### src/rtl/mult_ctrl_pkg.sv
// Shared widths, step counts and FSM state encoding for the sequential multiplier.
package mult_ctrl_pkg;

    localparam int OP_W      = 4;
    localparam int PROD_W    = 8;
    localparam int BCD_W     = 12;
    localparam int MUL_STEPS = 4;
    localparam int DAB_STEPS = 8;

    // Last value of the step counter in each iterative phase
    localparam logic [2:0] MUL_LAST = 3'(MUL_STEPS - 1);
    localparam logic [2:0] DAB_LAST = 3'(DAB_STEPS - 1);

    typedef enum logic [1:0] {
        IDLE,
        MUL,
        DAB,
        DONE
    } state_t;

endpackage

### src/rtl/mult_seq_ctrl_if.sv
// Request/result bundle of the sequential multiplier; slave is the controller side.
interface mult_seq_ctrl_if;
    import mult_ctrl_pkg::*;

    logic              start;
    logic [OP_W-1:0]   A1;
    logic [OP_W-1:0]   A2;
    logic              busy;
    logic              done;
    logic [PROD_W-1:0] product;
    logic [BCD_W-1:0]  BCD;
    logic [6:0]        Seg1;
    logic [6:0]        Seg2;
    logic [6:0]        Seg3;

    modport master (
        output start, A1, A2,
        input  busy, done, product, BCD, Seg1, Seg2, Seg3
    );

    modport slave (
        input  start, A1, A2,
        output busy, done, product, BCD, Seg1, Seg2, Seg3
    );

endinterface

### src/rtl/BCD7Segments.sv
// Seven-segment decoder for one BCD digit; bit order {a,b,c,d,e,f,g}, active high, blank above 9.
module BCD7Segments (
    input  logic [3:0] i_bcd,
    output logic [6:0] o_seg
);

    // Digit-to-segment lookup
    always_comb begin
        o_seg = 7'b0000000;
        case (i_bcd)
            4'd0: o_seg = 7'b1111110;
            4'd1: o_seg = 7'b0110000;
            4'd2: o_seg = 7'b1101101;
            4'd3: o_seg = 7'b1111001;
            4'd4: o_seg = 7'b0110011;
            4'd5: o_seg = 7'b1011011;
            4'd6: o_seg = 7'b1011111;
            4'd7: o_seg = 7'b1110000;
            4'd8: o_seg = 7'b1111111;
            4'd9: o_seg = 7'b1111011;
            default: o_seg = 7'b0000000;
        endcase
    end

endmodule

### src/rtl/mult_seq_ctrl_dabble_step.sv
// One double-dabble iteration on {dab, bin}: add 3 to every BCD nibble >= 5, then shift left.
module dabble_step
    import mult_ctrl_pkg::*;
(
    input  logic [BCD_W+PROD_W-1:0] i_pair,
    output logic [BCD_W+PROD_W-1:0] o_pair
);

    logic [BCD_W+PROD_W-1:0] w_adj;

    // Nibble correction followed by the one-bit shift
    always_comb begin
        w_adj = i_pair;
        for (int unsigned i = 0; i < 3; i++) begin
            if (w_adj[PROD_W + 4*i +: 4] >= 4'd5)
                w_adj[PROD_W + 4*i +: 4] = w_adj[PROD_W + 4*i +: 4] + 4'd3;
        end
        o_pair = {w_adj[BCD_W+PROD_W-2:0], 1'b0};
    end

endmodule

### src/rtl/mult_seq_ctrl.sv
// Sequential 4x4 multiplier: shift-and-add product, double-dabble BCD, seven-segment decode.
module mult_seq_ctrl
    import mult_ctrl_pkg::*;
(
    input  logic            clk,
    input  logic            rst,
    mult_seq_ctrl_if.slave  bus
);

    state_t                  r_state;
    state_t                  w_next;
    logic [2:0]              r_cnt;
    logic [PROD_W-1:0]       r_a_sh;
    logic [OP_W-1:0]         r_b_sh;
    logic [PROD_W-1:0]       r_acc;
    logic [PROD_W-1:0]       r_bin;
    logic [BCD_W-1:0]        r_dab;
    logic [PROD_W-1:0]       r_product;
    logic [BCD_W-1:0]        r_bcd;
    logic [PROD_W-1:0]       w_acc_next;
    logic [BCD_W+PROD_W-1:0] w_dab_pair;

    assign w_acc_next = r_b_sh[0] ? (r_acc + r_a_sh) : r_acc;

    dabble_step u_dabble (
        .i_pair (  {r_dab, r_bin}),
        .o_pair (w_dab_pair)
    );

    // State register
    always_ff @(posedge clk) begin
        if (rst) r_state <= IDLE;
        else     r_state <= w_next;
    end

    // Next-state selection
    always_comb begin
        w_next = r_state;
        case (r_state)
            IDLE:    if (bus.start) w_next = MUL;
            MUL:     if (r_cnt == MUL_LAST) w_next = DAB;
            DAB:     if (r_cnt == DAB_LAST) w_next = DONE;
            DONE:    w_next = IDLE;
            default: w_next = IDLE;
        endcase
    end

    // Status outputs decoded from the current state
    always_comb begin
        bus.busy = (r_state != IDLE);
        bus.done = (r_state == DONE);
    end

    // Operand capture, multiply/dabble iterations and result registers
    always_ff @(posedge clk) begin
        if (rst) begin
            r_cnt     <= '0;
            r_a_sh    <= '0;
            r_b_sh    <= '0;
            r_acc     <= '0;
            r_bin     <= '0;
            r_dab     <= '0;
            r_product <= '0;
            r_bcd     <= '0;
        end else begin
            case (r_state)
                IDLE: begin
                    if (bus.start) begin
                        r_a_sh <= {4'b0000, bus.A1};
                        r_b_sh <= bus.A2;
                        r_acc  <= '0;
                        r_cnt  <= '0;
                    end
                end
                MUL: begin
                    r_acc  <= w_acc_next;
                    r_a_sh <= r_a_sh << 1;
                    r_b_sh <= r_b_sh >> 1;
                    if (r_cnt == MUL_LAST) begin
                        // bin takes the post-add value of the last step
                        r_bin <= w_acc_next;
                        r_dab <= '0;
                        r_cnt <= '0;
                    end else begin
                        r_cnt <= r_cnt + 3'd1;
                    end
                end
                DAB: begin
                    {r_dab, r_bin} <= w_dab_pair;
                    if (r_cnt == DAB_LAST) begin
                        // acc is untouched during DAB and still holds the binary product
                        r_product <= r_acc;
                        r_bcd     <= w_dab_pair[BCD_W+PROD_W-1:PROD_W];
                        r_cnt     <= '0;
                    end else begin
                        r_cnt <= r_cnt + 3'd1;
                    end
                end
                default: ;
            endcase
        end
    end

    assign bus.product = r_product;
    assign bus.BCD     = r_bcd;

    BCD7Segments u_seg1 (.i_bcd(r_bcd[11:8]), .o_seg(bus.Seg1));
    BCD7Segments u_seg2 (.i_bcd(r_bcd[7:4]),  .o_seg(bus.Seg2));
    BCD7Segments u_seg3 (.i_bcd(r_bcd[3:0]),  .o_seg(bus.Seg3));

endmodule

### src/flat_wrapper.sv
// flat-port wrapper written by rule: the top's interface ports become plain ports
module mult_seq_ctrl_flat import mult_ctrl_pkg::*;
  (clk, rst, bus_start, bus_A1, bus_A2, bus_busy, bus_done, bus_product, bus_BCD, bus_Seg1, bus_Seg2, bus_Seg3);
  mult_seq_ctrl_if bus_i ();
  input  logic clk;
  input  logic rst;
  input wire logic [$bits(bus_i.start)-1:0] bus_start;
  input wire logic [$bits(bus_i.A1)-1:0] bus_A1;
  input wire logic [$bits(bus_i.A2)-1:0] bus_A2;
  output wire logic [$bits(bus_i.busy)-1:0] bus_busy;
  output wire logic [$bits(bus_i.done)-1:0] bus_done;
  output wire logic [$bits(bus_i.product)-1:0] bus_product;
  output wire logic [$bits(bus_i.BCD)-1:0] bus_BCD;
  output wire logic [$bits(bus_i.Seg1)-1:0] bus_Seg1;
  output wire logic [$bits(bus_i.Seg2)-1:0] bus_Seg2;
  output wire logic [$bits(bus_i.Seg3)-1:0] bus_Seg3;
  assign bus_i.start = bus_start;
  assign bus_i.A1 = bus_A1;
  assign bus_i.A2 = bus_A2;
  assign bus_busy = bus_i.busy;
  assign bus_done = bus_i.done;
  assign bus_product = bus_i.product;
  assign bus_BCD = bus_i.BCD;
  assign bus_Seg1 = bus_i.Seg1;
  assign bus_Seg2 = bus_i.Seg2;
  assign bus_Seg3 = bus_i.Seg3;
  mult_seq_ctrl u_core (.clk(clk), .rst(rst), .bus(bus_i));
endmodule
### config.mk
export PLATFORM = sky130hd
export DESIGN_NAME = mult_seq_ctrl_flat
export DESIGN_NICKNAME = d
export VERILOG_FILES = /design/src/rtl/mult_ctrl_pkg.sv /design/src/rtl/mult_seq_ctrl_if.sv /design/src/rtl/BCD7Segments.sv /design/src/rtl/mult_seq_ctrl_dabble_step.sv /design/src/rtl/mult_seq_ctrl.sv /design/src/flat_wrapper.sv
export SDC_FILE = /design/constraint.sdc
export NUM_CORES = 1
export LEC_CHECK = 0
export CAP_MARGIN = 0
export CORE_ASPECT_RATIO = 2
export CORE_MARGIN = 2
export CORE_UTILIZATION = 35
export CTS_CLUSTER_SIZE = 30
export DETAILED_ROUTE_END_ITERATION = 8
export GPL_ROUTABILITY_DRIVEN = 0
export HOLD_SLACK_MARGIN = 0.02
export MAX_ROUTING_LAYER = met4
export SYNTH_ARGS = -nofsm -noshare
export SYNTH_HDL_FRONTEND = slang
export SYNTH_SLANG_ARGS = --single-unit
### constraint.sdc
create_clock -name clk -period 7.4 [get_ports clk]
set_clock_uncertainty 0.1 [all_clocks]
set_input_delay 1.48 -clock clk [delete_from_list [all_inputs] [get_ports clk]]
set_output_delay 1.48 -clock clk [all_outputs]
set_load 0.05 [all_outputs]
Yosys cells after proc, flatten, opt, wreduce, memory -nomap -nowiden
Memories as Yosys holds them, arrays and structs flattened. A register that Yosys moved wholly into a read port is not among the register bits. Index checks and enable logic that the tools add are counted. W data, S select, Z words.

Register bits: 65. Latch bits: 0. Bits in writable memories: 0. Memory bits (read-only): 336. Memories: 3.

Memories: (name not given) (words 16, width 7, read ports 1, clocked after memory_dff 1, write ports 0, line BCD7Segments.sv:10) `case (i_bcd)`; (name not given) (words 16, width 7, read ports 1, clocked after memory_dff 1, write ports 0, line BCD7Segments.sv:10); (name not given) (words 16, width 7, read ports 1, clocked after memory_dff 1, write ports 0, line BCD7Segments.sv:10).

Add/subtract/negate cells: 5. $mul: 0. Divide/modulo/power cells: 0. $lt $le $gt $ge: 3. Equality and inequality tests: 8. Shifts and indexed selects: 0. Muxes and demuxes: 28. Bitwise gates (word level): 0. Reduce and logical (&&, ||, !) cells: 10.

Operators with widths (number): $pmux W8 S2 (3); $mux W4 (9); $mux W8 (4); $pmux W12 S2 (1); $ge A4 B3 Y1 const B (3); $mux W12 (1); $mux W3 (4); $pmux W3 S3 (1); $add A4 B2 Y4 const B (2); $add A8 B8 Y8 (1); $pmux W2 S4 (1); $pmux W4 S2 (1); $reduce_and A2 Y1 (4); $mux W2 (3); $reduce_bool A2 Y1 (3); $eq A2 B2 Y1 const B (2); $ne A2 B1 Y1 const B (2); $add A3 B1 Y3 const B (1); $add A3 B2 Y3 const B (1); $eq A3 B2 Y1 const B (1); $eq A3 B3 Y1 const B (1); $reduce_and A3 Y1 (1); $reduce_bool A3 Y1 (1); $eq A2 B1 Y1 const B (1); 2 further kinds (2).

Logic depth before layout (Yosys ltp)
Gate-level depths: netlist of run 1.

Word-level depth: 4. Depth in mapped cells: 13. Depth with buffers taken out: 12.

Hierarchy
A second synthesis of run 1 with hierarchy kept.

Cell total of the unflattened synthesis: 475. Area, all modules: 3933.8 um^2.

By module, submodules not included: mult_seq_ctrl (instances 1, cells an instance 341, area an instance 2956.6 um^2); BCD7Segments at u_core.u_seg1 ... (instances 2, cells an instance 26, area an instance 201.4 um^2); dabble_step (instances 1, cells an instance 54, area an instance 355.3 um^2); BCD7Segments at u_core.u_seg3 (instances 1, cells an instance 28, area an instance 219.0 um^2).

Least setup slack after synthesis of run 1
Ideal clock, no wire load.

Kind: input -> register. Start point: input rst. End point: register, netlist name u_core.u_seg3.o_seg[2]. Library setup time: 0.117 ns. Arrival time: 2.826 ns. Slack: 4.356 ns. Stages on the path: 8. Cells stage by stage: clkbuf_1 clkbuf_1 a21oi_1 inv_1 ha_1 a21oi_1 o31ai_1 a32o_1.

Cells in the longest elaborated chain, start to end: 1.

RTL lines: from (decl) (line flat_wrapper.sv:6) `input logic rst;`; $mux W4 (no source line).

Every way passes these cells. A chain may end at the register's enable or synchronous reset.

Worst setup path after layout of run 1
Start point: register u_core.r_state[0]. End point: output bus_busy.

Cells in the longest elaborated chain, start to end: 1.

RTL lines: from (decl) (line mult_seq_ctrl.sv:10) `state_t r_state;`; from (signal assigned) (line mult_seq_ctrl.sv:33) `else r_state <= w_next;`; $reduce_bool A2 Y1 (line mult_seq_ctrl.sv:50) `bus.busy = (r_state != IDLE);`; to (decl) (line flat_wrapper.sv:10) `output wire logic [$bits(bus_i.busy)-1:0] bus_busy;`.

Every way passes these cells.

==> results of run 1 <==
==> routing by layer <==
metal	GRT usage, %	wire length, um	part of all wire (%)
met3	2.729	302	3.0
met5	-	0	0
met1	14.68	3763	38
met4	6.085	201	2.0
met2	29.78	5664	57
==> placed cells by master (no fill, tap or decap), drive strengths merged, types with 2 or more instances in the layout <==
cell type / count
nand2: 46
a21o: 4
a211oi: 14
xnor2: 6
o211ai: 2
dfxtp: 86
nor2b: 9
or3b: 2
mux2i: 18
a31oi: 4
o21a: 2
o22ai: 7
inv: 31
a311oi: 2
xor2: 2
nand3b: 3
o21ai: 29
clkdlybuf4s50: 52
bufinv: 3
clkbuf: 10
a22oi: 10
nor2: 62
clkinv: 3
a21oi: 48
buf: 4
or3: 3
a32o: 2
nand3: 9
o221ai: 2
ha: 41
nor3b: 5
and2: 5
nor3: 8
a32oi: 2
a31o: 2
o31ai: 5
nand2b: 9
==> kinds of logic after synthesis <==
kind of cell | count (synthesis)
AND/OR/NAND/NOR | 166
adder cells (fa/ha/maj) | 42
flip-flops | 86
multiplexers | 18
XOR/XNOR | 8
AO/OA/AOI/OAI | 145
buffers and inverters | 57
==> where the power goes <==
group	switching (mW)	internal [mW]	total, mW
clock network	0.184	0.339	0.523
logic	0.217	0.119	0.337
registers	0.0421	0.499	0.541
==> layout make-up <==
class                           count  area [sq um]
Fill cell                        1296          7067
Multi-Input combinational cell    379          2494
Sequential cell                    86          1722
Timing Repair Buffer               56         548.0
Clock buffer                       10         239.0
Tap cell                          150         187.7
Inverter                           31         116.4
Clock inverter                      6         108.9
==> state kept, by name, summed over array words and instances, names as in the netlist <==
register / count
u_core.r_a_sh: 8
u_core.u_seg2.o_seg: 7
u_core.r_acc: 8
u_core.bus.BCD: 12
u_core.r_b_sh: 4
u_core.r_state: 2
u_core.u_seg3.o_seg: 7
u_core.r_cnt: 3
u_core.r_dab: 12
u_core.bus.product: 8
u_core.u_seg1.o_seg: 7
u_core.r_bin: 8
==> metrics by stage <==
stage                     cell area [sq um]  util [%]  hold slack (ns)  instances
final                                  5415     43.38           0.3549        718
after global routing                   5415     43.38           0.3789        718
after CTS                              5415     43.38           0.3589        718
after detailed placement               5067     40.60           0.3503        702
after global placement                 5067     40.60           0.3504        702
after floorplan                        4439         -           0.3360        522
==> final timing paths <==
| check | to | slack [ns] |
|---|---|---|
| worst max-delay path | bus_busy | 3.79 |
| worst min-delay path | u_core.bus.product[3] | 0.35 |
| worst max register to register | u_core.u_seg1.o_seg[5] | 4.07 |
| worst min register to register | u_core.bus.product[3] | 0.35 |
==> critical path: cells and delay by family, from the launching register on <==
family	cells	cell delay (ns)
buffers and inverters	3	1.00
adders and majority gates	1	0.29
DFF	1	0.40
==> impl_results.html, run 1 <==
<table>
<tr><th>Metric</th><th>Value</th></tr>
<tr><th colspan="2">Outcome</th></tr>
<tr><td>Outcome</td><td>finished, final reports clean</td></tr>
<tr><th colspan="2">Placed design</th></tr>
<tr><td>IO buf count</td><td>53</td></tr>
<tr><td>Half-perimeter wire length after detailed placement</td><td>7332 um</td></tr>
<tr><td>Pre-CTS setup slack</td><td>about 3.8 ns</td></tr>
<tr><th colspan="2">Floorplan</th></tr>
<tr><td>Die Y-Extent</td><td>~160 um</td></tr>
<tr><td>Top Ports</td><td>54</td></tr>
<tr><td>Die footprint</td><td>13660 sq um</td></tr>
<tr><td>Initial Util</td><td>35.57%</td></tr>
<tr><td>Placeable Area</td><td>12480 sq um</td></tr>
<tr><td>Placement row count</td><td>58</td></tr>
<tr><td>Die width</td><td>approximately 84 um</td></tr>
<tr><th colspan="2">Critical path</th></tr>
<tr><td>Worst Setup End Kind</td><td>output pin</td></tr>
<tr><td>Path depth of the worst reg2reg path</td><td>10</td></tr>
<tr><td>CP max stage cell</td><td>clkdlybuf4s50_1</td></tr>
<tr><td>Critical-path cell list</td><td>inv_1 &gt; ha_1 &gt; inv_1 &gt; clkdlybuf4s50_1</td></tr>
<tr><td>Worst Setup Path Type</td><td>flip-flop to output pin</td></tr>
<tr><td>Worst EP arrival</td><td>2.03 ns</td></tr>
<tr><td>CP dominant cell by count</td><td>inv_1</td></tr>
<tr><td>Kind of start point of the critical path</td><td>flip-flop</td></tr>
<tr><td>Source of the worst register-to-register timing path</td><td>u_core.r_state[0]</td></tr>
<tr><td>Worst EP required</td><td>slightly below 6 ns</td></tr>
<tr><td>Setup crit start</td><td>u_core.r_state[0]</td></tr>
<tr><td>Worst Path Max Fanout</td><td>7</td></tr>
<tr><td>Maximum cell stage delay along the critical path</td><td>0.80 ns</td></tr>
<tr><th colspan="2">Hold path</th></tr>
<tr><td>Class of the most critical hold timing path</td><td>flip-flop to flip-flop</td></tr>
<tr><td>Number of cells on the worst hold path</td><td>2</td></tr>
<tr><td>Launch point of the worst hold path</td><td>u_core.bus.product[3]</td></tr>
<tr><th colspan="2">Yosys</th></tr>
<tr><td>Cell count after synthesis</td><td>around 520</td></tr>
<tr><td>Post-synthesis simple-gate area fraction</td><td>approximately 17%</td></tr>
<tr><td>Cell types with the largest area share after synthesis</td><td>dfxtp_1, ha_1, a21oi_1</td></tr>
<tr><td>Area fraction in compound gates after synthesis</td><td>21.20%</td></tr>
<tr><td>Mean instance size in the synthesized netlist</td><td>between 8 and 9 sq um</td></tr>
<tr><td>Cell accounting for the most synthesized area</td><td>dfxtp_1</td></tr>
<tr><td>Top-count cell post-synth</td><td>dfxtp_1</td></tr>
<tr><td>EDFF count, synth</td><td>0</td></tr>
<tr><td>Post-synth top cells</td><td>dfxtp_1, nor2_1, a21oi_1, nand2_1, ha_1</td></tr>
<tr><td>Proportion of synthesized chip area in sequential cells</td><td>38.78%</td></tr>
<tr><td>Xor/xnor share of the synthesized area</td><td>1.578%</td></tr>
<tr><td>Share of cell area taken by muxes after synthesis</td><td>just over 4%</td></tr>
<tr><td>Top FF cell, synth</td><td>dfxtp_1</td></tr>
<tr><td>Number of distinct standard cells referenced by the synthesized netlist</td><td>59</td></tr>
<tr><td>FF+latch count, synth</td><td>86</td></tr>
<tr><td>Number of warnings printed during yosys synthesis</td><td>0</td></tr>
<tr><td>Mapped Nets</td><td>575</td></tr>
<tr><td>Main combinational cell family by area after synthesis</td><td>compound AO/OA/AOI/OAI gates</td></tr>
<tr><td>Adder-Cell Fraction of Synth Area</td><td>12.01%</td></tr>
<tr><td>Area share of the leading cell type in the synthesized netlist</td><td>38.78%</td></tr>
<tr><td>Ys async rst share</td><td>0%</td></tr>
<tr><td>Post-Synthesis Cell Area</td><td>4439 sq um</td></tr>
<tr><th colspan="2">Global route</th></tr>
<tr><td>Initial antenna violation count</td><td>0</td></tr>
<tr><td>First-pass GRT wire length</td><td>16770 um</td></tr>
<tr><td>Via count of the first global-routing pass</td><td>between 3000 and 4000</td></tr>
<tr><td>Maximum number of pins on one net before global-route repair</td><td>79</td></tr>
<tr><td>Overflow left after global routing</td><td>0</td></tr>
<tr><td>Global router's overall resource usage</td><td>15.34%</td></tr>
<tr><th colspan="2">Timing</th></tr>
<tr><td>Setup slack after layout</td><td>3.792 ns</td></tr>
<tr><td>Fmax</td><td>between 200 and 300 MHz</td></tr>
<tr><td>Sum of negative setup slack</td><td>0 ns</td></tr>
<tr><td>Hold Violations, Final</td><td>0</td></tr>
<tr><td>Fin crit period</td><td>3.608 ns</td></tr>
<tr><td>Setup repair after global routing missed its margin</td><td>false</td></tr>
<tr><td>Worst-Margin Slew</td><td>0.8165 ns</td></tr>
<tr><td>Setup violation total in the final timing report</td><td>0</td></tr>
<tr><td>Worst slew margin relative to its limit</td><td>45.56%</td></tr>
<tr><td>Fin. max-slew vios</td><td>0</td></tr>
<tr><td>Final clock period utilization by the worst path</td><td>approximately half</td></tr>
<tr><th colspan="2">Route</th></tr>
<tr><td>Via density per instance</td><td>5.263</td></tr>
<tr><td>Detailed Route WL</td><td>between 9000 and 10000 um</td></tr>
<tr><td>TritonRoute pass-1 iters</td><td>4</td></tr>
<tr><td>Antenna Violating Nets Remaining</td><td>0</td></tr>
<tr><td>Post-detailed-route DRC marker count</td><td>0</td></tr>
<tr><td>Total vias in the final route</td><td>roughly 3800</td></tr>
<tr><td>Detailed-route wire length per cell</td><td>~14 um</td></tr>
<tr><td>Detailed router's first-iteration violation count</td><td>144</td></tr>
<tr><th colspan="2">Clocking</th></tr>
<tr><td>Num CTS Buffers</td><td>9</td></tr>
<tr><td>Max Root-Sink Buffers</td><td>2</td></tr>
<tr><td>Clock-pin slew on the worst setup and hold paths</td><td>0.06 ns</td></tr>
<tr><td>CTS root buffer</td><td>clkbuf_16</td></tr>
<tr><td>Sinks on the clock net</td><td>86</td></tr>
<tr><td>Post-CTS setup buffer count</td><td>0</td></tr>
<tr><td>TritonCTS clock tree</td><td>yes</td></tr>
<tr><td>Insertion delay of the later-clocked pin in the worst-skew pair</td><td>0.33 ns</td></tr>
<tr><td>Total number of H-tree levels</td><td>3</td></tr>
<tr><td>Hold bufs inserted after CTS</td><td>0</td></tr>
<tr><td>Cts repair resizes</td><td>0</td></tr>
<tr><th colspan="2">Cells and area</th></tr>
<tr><td># nets final</td><td>616</td></tr>
<tr><td>Antenna diodes</td><td>0</td></tr>
<tr><td>Layout Area Growth over Synthesis</td><td>21.98%</td></tr>
<tr><td>Share of cells above drive strength 1</td><td>between 5 and 6%</td></tr>
<tr><th colspan="2">Flow run</th></tr>
<tr><td>Total of max-cap violations</td><td>0</td></tr>
<tr><th colspan="2">Power</th></tr>
<tr><td>Leak pwr</td><td>around 2.1 nW</td></tr>
<tr><td>Total Power</td><td>between 1 and 1.5 mW</td></tr>
<tr><td>Power per cell area</td><td>258.6 nW/um^2</td></tr>
<tr><td>Max rail drop VDD</td><td>0.1878 mV</td></tr>
</table>
No activity file was read; power rests on OpenSTA's default activity.
==> run 2, diff against run 1 <==
==> constraint.sdc (replaced) <==
create_clock -name clk -period 3 [get_ports clk]
set_clock_uncertainty 0.1 [all_clocks]
set_input_delay 0.6 -clock clk [delete_from_list [all_inputs] [get_ports clk]]
set_output_delay 0.6 -clock clk [all_outputs]
set_load 0.05 [all_outputs]
==> run 2 against run 1 <==
Cell count rose by 1.3%. Clock-buffer cell count increased by 1. Sequential cell count is the same. Highest routed layer unchanged. Largest power group is now the clock network. Setup slack worse by 3.6 ns. Power grew to 2.5 times the previous value. Critical path depth unchanged. Cell area grew 1.3%. Clock power increased to 2.5 times the previous value. Die area stayed put. Core utilization up 0.55 points. Hold slack better by 0.0015 ns. Sequential power up 140%.
==> impl_results.html, run 2 (same netlist as run 1, synthesis figures left out) <==
<table>
<tr><th>Metric</th><th>Value</th></tr>
<tr><th colspan="2">Outcome</th></tr>
<tr><td>Outcome</td><td>finished, final reports clean</td></tr>
<tr><th colspan="2">Floorplan</th></tr>
<tr><td>Die footprint</td><td>13660 sq um (unchanged)</td></tr>
<tr><td>Die Y-Extent</td><td>163.3 um (unchanged)</td></tr>
<tr><td>Placement row count</td><td>58 (unchanged)</td></tr>
<tr><td>Die width</td><td>83.64 um (unchanged)</td></tr>
<tr><td>Placeable Area</td><td>12480 sq um (unchanged)</td></tr>
<tr><td>Top Ports</td><td>54 (unchanged)</td></tr>
<tr><td>Initial Util</td><td>35.57% (unchanged)</td></tr>
<tr><th colspan="2">Critical path</th></tr>
<tr><td>Worst EP required</td><td>2.30 ns (-3.52 ns)</td></tr>
<tr><td>Critical-path cell list</td><td>inv_1 &gt; ha_1 &gt; inv_1 &gt; clkdlybuf4s50_1</td></tr>
<tr><td>R2R Path End</td><td>u_core.u_seg1.o_seg[5]</td></tr>
<tr><td>Worst EP arrival</td><td>2.06 ns (+0.03 ns)</td></tr>
<tr><td>Worst Path Max Fanout</td><td>7 (unchanged)</td></tr>
<tr><td>Worst Setup End Kind</td><td>output pin</td></tr>
<tr><td>Source of the worst register-to-register timing path</td><td>u_core.r_cnt[0]</td></tr>
<tr><td>Slack of the worst reg-to-reg path</td><td>0.32 ns (-3.75 ns)</td></tr>
<tr><td>Maximum cell stage delay along the critical path</td><td>0.80 ns (about the same)</td></tr>
<tr><td>Worst Setup Path Type</td><td>flip-flop to output pin</td></tr>
<tr><td>CP max stage cell</td><td>clkdlybuf4s50_1</td></tr>
<tr><td>CP dominant cell by count</td><td>inv_1</td></tr>
<tr><td>Kind of start point of the critical path</td><td>flip-flop</td></tr>
<tr><td>Path depth of the worst reg2reg path</td><td>10 (unchanged)</td></tr>
<tr><th colspan="2">Cells and area</th></tr>
<tr><td>Layout Area Growth over Synthesis</td><td>23.53%</td></tr>
<tr><td>Final Cell Area</td><td>5484 sq um (+1.3%)</td></tr>
<tr><td># nets final</td><td>625 (+1.5%)</td></tr>
<tr><td>Share of cells above drive strength 1</td><td>6.759% (+1.3 points)</td></tr>
<tr><td>Most common cell after layout, fill and taps aside</td><td>dfxtp_1</td></tr>
<tr><td>Commonest non-fill, non-tap cells in the layout</td><td>dfxtp_1, nor2_1, clkdlybuf4s50_1</td></tr>
<tr><td>Antenna diodes</td><td>0 (unchanged)</td></tr>
<tr><th colspan="2">Power</th></tr>
<tr><td>Max rail drop VDD</td><td>0.4060 mV (+120%)</td></tr>
<tr><td>Power per cell area</td><td>641.8 nW/um^2 (+150%)</td></tr>
<tr><td>Leak pwr</td><td>2.151 nW (+1.7%)</td></tr>
<tr><th colspan="2">Global route</th></tr>
<tr><td>Maximum number of pins on one net before global-route repair</td><td>42 (-47%)</td></tr>
<tr><td>Overflow left after global routing</td><td>0 (unchanged)</td></tr>
<tr><td>Global router's overall resource usage</td><td>16.04% (+0.69 points)</td></tr>
<tr><td>First-pass GRT wire length</td><td>17210 um (+2.6%)</td></tr>
<tr><td>Via count of the first global-routing pass</td><td>3753 (+2.5%)</td></tr>
<tr><td>Initial antenna violation count</td><td>0 (unchanged)</td></tr>
<tr><th colspan="2">Clocking</th></tr>
<tr><td>Post-CTS setup buffer count</td><td>0 (unchanged)</td></tr>
<tr><td>Max Root-Sink Buffers</td><td>2 (unchanged)</td></tr>
<tr><td>Insertion delay of the later-clocked pin in the worst-skew pair</td><td>0.35 ns (+0.02 ns)</td></tr>
<tr><td>TritonCTS clock tree</td><td>yes</td></tr>
<tr><td>Num CTS Buffers</td><td>9 (unchanged)</td></tr>
<tr><td>Sinks on the clock net</td><td>86 (unchanged)</td></tr>
<tr><td>CTS root buffer</td><td>clkbuf_16</td></tr>
<tr><td>Cts repair resizes</td><td>0 (unchanged)</td></tr>
<tr><td>Hold bufs inserted after CTS</td><td>0 (unchanged)</td></tr>
<tr><td>Total number of H-tree levels</td><td>3 (unchanged)</td></tr>
<tr><td>Clock-pin slew on the worst setup and hold paths</td><td>0.06 ns (about the same)</td></tr>
<tr><th colspan="2">Route</th></tr>
<tr><td>Total vias in the final route</td><td>3795 (+0.42%)</td></tr>
<tr><td>Post-detailed-route DRC marker count</td><td>0 (unchanged)</td></tr>
<tr><td>Detailed router's first-iteration violation count</td><td>170 (+18%)</td></tr>
<tr><td>Detailed Route WL</td><td>10360 um (+4.3%)</td></tr>
<tr><td>TritonRoute pass-1 iters</td><td>4 (unchanged)</td></tr>
<tr><td>Detailed-route wire length per cell</td><td>14.25 um (+3.0%)</td></tr>
<tr><td>Via density per instance</td><td>5.220 (-0.82%)</td></tr>
<tr><td>Antenna Violating Nets Remaining</td><td>0 (unchanged)</td></tr>
<tr><th colspan="2">Hold path</th></tr>
<tr><td>End point of the most critical hold path</td><td>u_core.bus.product[7]</td></tr>
<tr><td>Number of cells on the worst hold path</td><td>2 (unchanged)</td></tr>
<tr><td>Launch point of the worst hold path</td><td>u_core.bus.product[7]</td></tr>
<tr><td>Class of the most critical hold timing path</td><td>flip-flop to flip-flop</td></tr>
<tr><th colspan="2">Flow run</th></tr>
<tr><td>Total of max-cap violations</td><td>0 (unchanged)</td></tr>
<tr><th colspan="2">Timing</th></tr>
<tr><td>Setup slack after layout</td><td>0.2415 ns (-3.551 ns)</td></tr>
<tr><td>Setup repair after global routing missed its margin</td><td>false</td></tr>
<tr><td>Fin. max-slew vios</td><td>0 (unchanged)</td></tr>
<tr><td>Final clock period utilization by the worst path</td><td>91.95%</td></tr>
<tr><td>Fin crit period</td><td>roughly 2.8 ns</td></tr>
<tr><td>Worst-Margin Slew</td><td>0.6948 ns (-0.1218 ns)</td></tr>
<tr><td>Worst slew margin relative to its limit</td><td>53.68% (+8.1 points)</td></tr>
<tr><td>Setup violation total in the final timing report</td><td>0 (unchanged)</td></tr>
<tr><td>Fmax</td><td>362.5 MHz</td></tr>
<tr><td>Sum of negative setup slack</td><td>0 ns (unchanged)</td></tr>
<tr><td>Hold Violations, Final</td><td>0 (unchanged)</td></tr>
<tr><th colspan="2">Placed design</th></tr>
<tr><td>Half-perimeter wire length after detailed placement</td><td>7908 um (+7.9%)</td></tr>
<tr><td>Post-placement cell area</td><td>5135 sq um (+1.3%)</td></tr>
<tr><td>Pre-CTS setup slack</td><td>0.3234 ns (-3.435 ns)</td></tr>
<tr><td>IO buf count</td><td>53 (unchanged)</td></tr>
</table>
==> run 2: cell types whose count changed in the layout (fill, tap and decap cells not counted), sizes merged <==
cell	change
buf	+9
clkinv	-2
clkbuf	+1
clkinvlp	+1
==> run 2: layout make-up <==
cell class,instances,area (sq um)
fillers,1239,6998
multi-input cells,379,2494
flip-flops and latches,86,1722
repair buffers,65,615.6
clock buffers,11,242.7
well taps,150,187.7
inverters,31,116.4
clock inverters,5,106.4
==> run 2: critical path: cells and delay by family (launching register included) <==
kind       cells  cell delay (ns)
buf+inv        3             1.01
flops          1             0.40
fa+ha+maj      1             0.30
==> run 2: through the flow <==
stage / power (mW) / hold slack [ns] / cells / utilization, %
floorplan: 1.988 / 0.3360 / 522 / -
global placement: 2.228 / 0.3508 / 711 / 41.14
detailed placement: 2.243 / 0.3524 / 711 / 41.14
CTS: 3.557 / 0.3616 / 727 / 43.94
global route: 3.701 / 0.3818 / 727 / 43.94
finish: 3.520 / 0.3564 / 727 / 43.94
==> run 2: metal layers <==
metal,global-route usage (%),wire length (um),up-vias
met5,-,0,-
met4,6.085,185,0
met3,2.880,278,13
met2,31.64,6082,64
met1,15.00,3814,1791
li1,-,-,1927
==> run 2: worst max-delay path by stage <==
stage,start,end,depth (start not counted)
after global routing,u_core.r_dab[8],u_core.u_seg1.o_seg[5],11
final,u_core.r_state[0],bus_busy,4
after global placement,u_core.r_cnt[0],u_core.u_seg2.o_seg[1],10
after detailed placement,u_core.r_cnt[0],u_core.u_seg1.o_seg[5],10
after CTS,u_core.r_state[0],bus_busy,4
after floorplan,u_core.r_cnt[0],u_core.u_seg3.o_seg[2],13
==> run 2: report_power, final <==
| group | total [mW] | switching (mW) | internal, mW |
|---|---|---|---|
| Sequential | 1.30 | 0.0718 | 1.23 |
| Combinational | 0.909 | 0.577 | 0.332 |
| Clock | 1.31 | 0.471 | 0.838 |
==> variant: new RTL, settings of run 1 <==
Re-encode `state_t` (4 states) as Gray code, 2 bits wide.
--- a/src/rtl/mult_ctrl_pkg.sv
+++ b/src/rtl/mult_ctrl_pkg.sv
@@ -12,10 +12,10 @@
     localparam logic [2:0] DAB_LAST = 3'(DAB_STEPS - 1);
 
     typedef enum logic [1:0] {
-        IDLE,
-        MUL,
-        DAB,
-        DONE
+        IDLE = 2'b00,
+        MUL  = 2'b01,
+        DAB  = 2'b11,
+        DONE = 2'b10
     } state_t;
 
 endpackage
Behaviour: same outputs for any inputs over 10 cycles, from zero or initial values and one cycle with rst high; not proved beyond that.
==> variant against run 1 <==
  * Maximum frequency fell by 12%
  * Wire length increased by 23%
  * First-iteration DRC count decreased by 0.69%
  * Area after synthesis grew 7.0%
  * Sequential cell count unchanged
  * Setup slack got worse by 0.50 ns
  * Global-route usage is 2.2 points higher
  * Sequential share of layout area shrank 1.0 points
  * Cell area rose by 3.4%
  * Largest cell class unchanged
  * Critical endpoint is now bus_done
Power is not compared: it rests on default switching activity, and its combinational part moved more than twofold at a synthesized area within 25%.
==> variant: results (changes against run 1) <==
[final_layout]
drive_gt1_share_pct=5.700  ; +0.24 points
fillers=1376  ; +6.2%
nets=657  ; +6.7%

[routing]
drt_iter0_drc=143  ; -0.69%
wirelength_mm=12.21  ; +23%
firstDrtPassIters=5  ; +1
wl_met2_mm=6.866  ; +21%
vias_per_cell=5.560  ; +5.6%
route.met3.wl_um=349  ; +16%

[sta]
hold_ws_ns=0.3555  ; +0.0006350 ns
max_freq_ghz=0.2437  ; -12%

[global_route]
grt_pass1_wl_mm=19.92  ; +19%
grt_max_degree=83  ; +5.1%
grt_pass1_vias=4251  ; +16%
use_met2_pct=32.58  ; +2.8 points
grtUsageMet1_pct=16.87  ; +2.2 points
grt_use_met3_pct=2.438  ; -0.29 points
grt_antenna_before_repair=0  ; unchanged

[worst_hold_path]
hold_start=u_core.bus.product[6]
hold_end=u_core.bus.product[6]

[synth]
ys_top_cells_by_count=dfxtp_1, nand2_1, nor2_1, a21oi_1, ha_1
synth_compound_area_share_pct=24.95  ; +3.8 points
synth_mux_area_share_pct=1.713  ; -2.3 points
ys_seq_area_share_pct=36.26  ; -2.5 points
ys_async_sr_fraction_pct=0  ; unchanged
synth_fa_ha_area_share_pct=9.644  ; -2.4 points
synthDistinctLibCells=69  ; +17%

[worst_setup_path]
crit_fanout=19  ; +12
r2r_start=u_core.r_cnt[0]
r2r_slack_ns=3.91  ; -0.16 ns
arrival_ns=2.52  ; +0.49 ns
r2r_cells=11  ; +1
r2r-end=u_core.u_seg2.o_seg[6]
max_stage_delay_ns=0.83  ; +0.03 ns

[placed_design]
placed_area_um2=5330  ; +5.2%
dp_hpwl_mm=9.070  ; +24%
place_ws_ns=3.617  ; -0.1414 ns

[pwr]
peakVddDrop_mv=0.09798
intPower_w=0.0007260
power.total_w=0.0009547

[status]
status=completed

[variant: cell types whose count changed in the layout (fill, tap and decap cells not counted), sizes merged, moves of 5 or more]
cell	delta
a21oi	+8
a31oi	+5
and2	-5
ha	-6
mux2i	-11
nand2	+14
o21ai	+9
o21bai	+6
o22ai	-5
[variant: final cells by class]
type | instances | area, um2 | area share, %
clock buffer | 12 | 246.5 | 4.403
timing repair buffer | 59 | 570.5 | 10.19
clock inverter | 3 | 21.27 | 0.3800
tap | 155 | 193.9 | 3.464
inverter | 28 | 105.1 | 1.878
sequential | 86 | 1722 | 30.76
multi-input combinational | 426 | 2739 | 48.93
[variant: worst max path at each step]
stage / startpoint / end / depth (start not counted)
3_5_place_dp: rst / u_core.u_seg3.o_seg[1] / 6
6_report: u_core.r_state[1] / bus_done / 3
5_1_grt: u_core.r_state[1] / bus_done / 3
2_1_floorplan: rst / u_core.u_seg1.o_seg[2] / 9
3_3_place_gp: u_core.r_state[1] / bus_done / 3
4_1_cts: u_core.r_state[1] / bus_done / 3
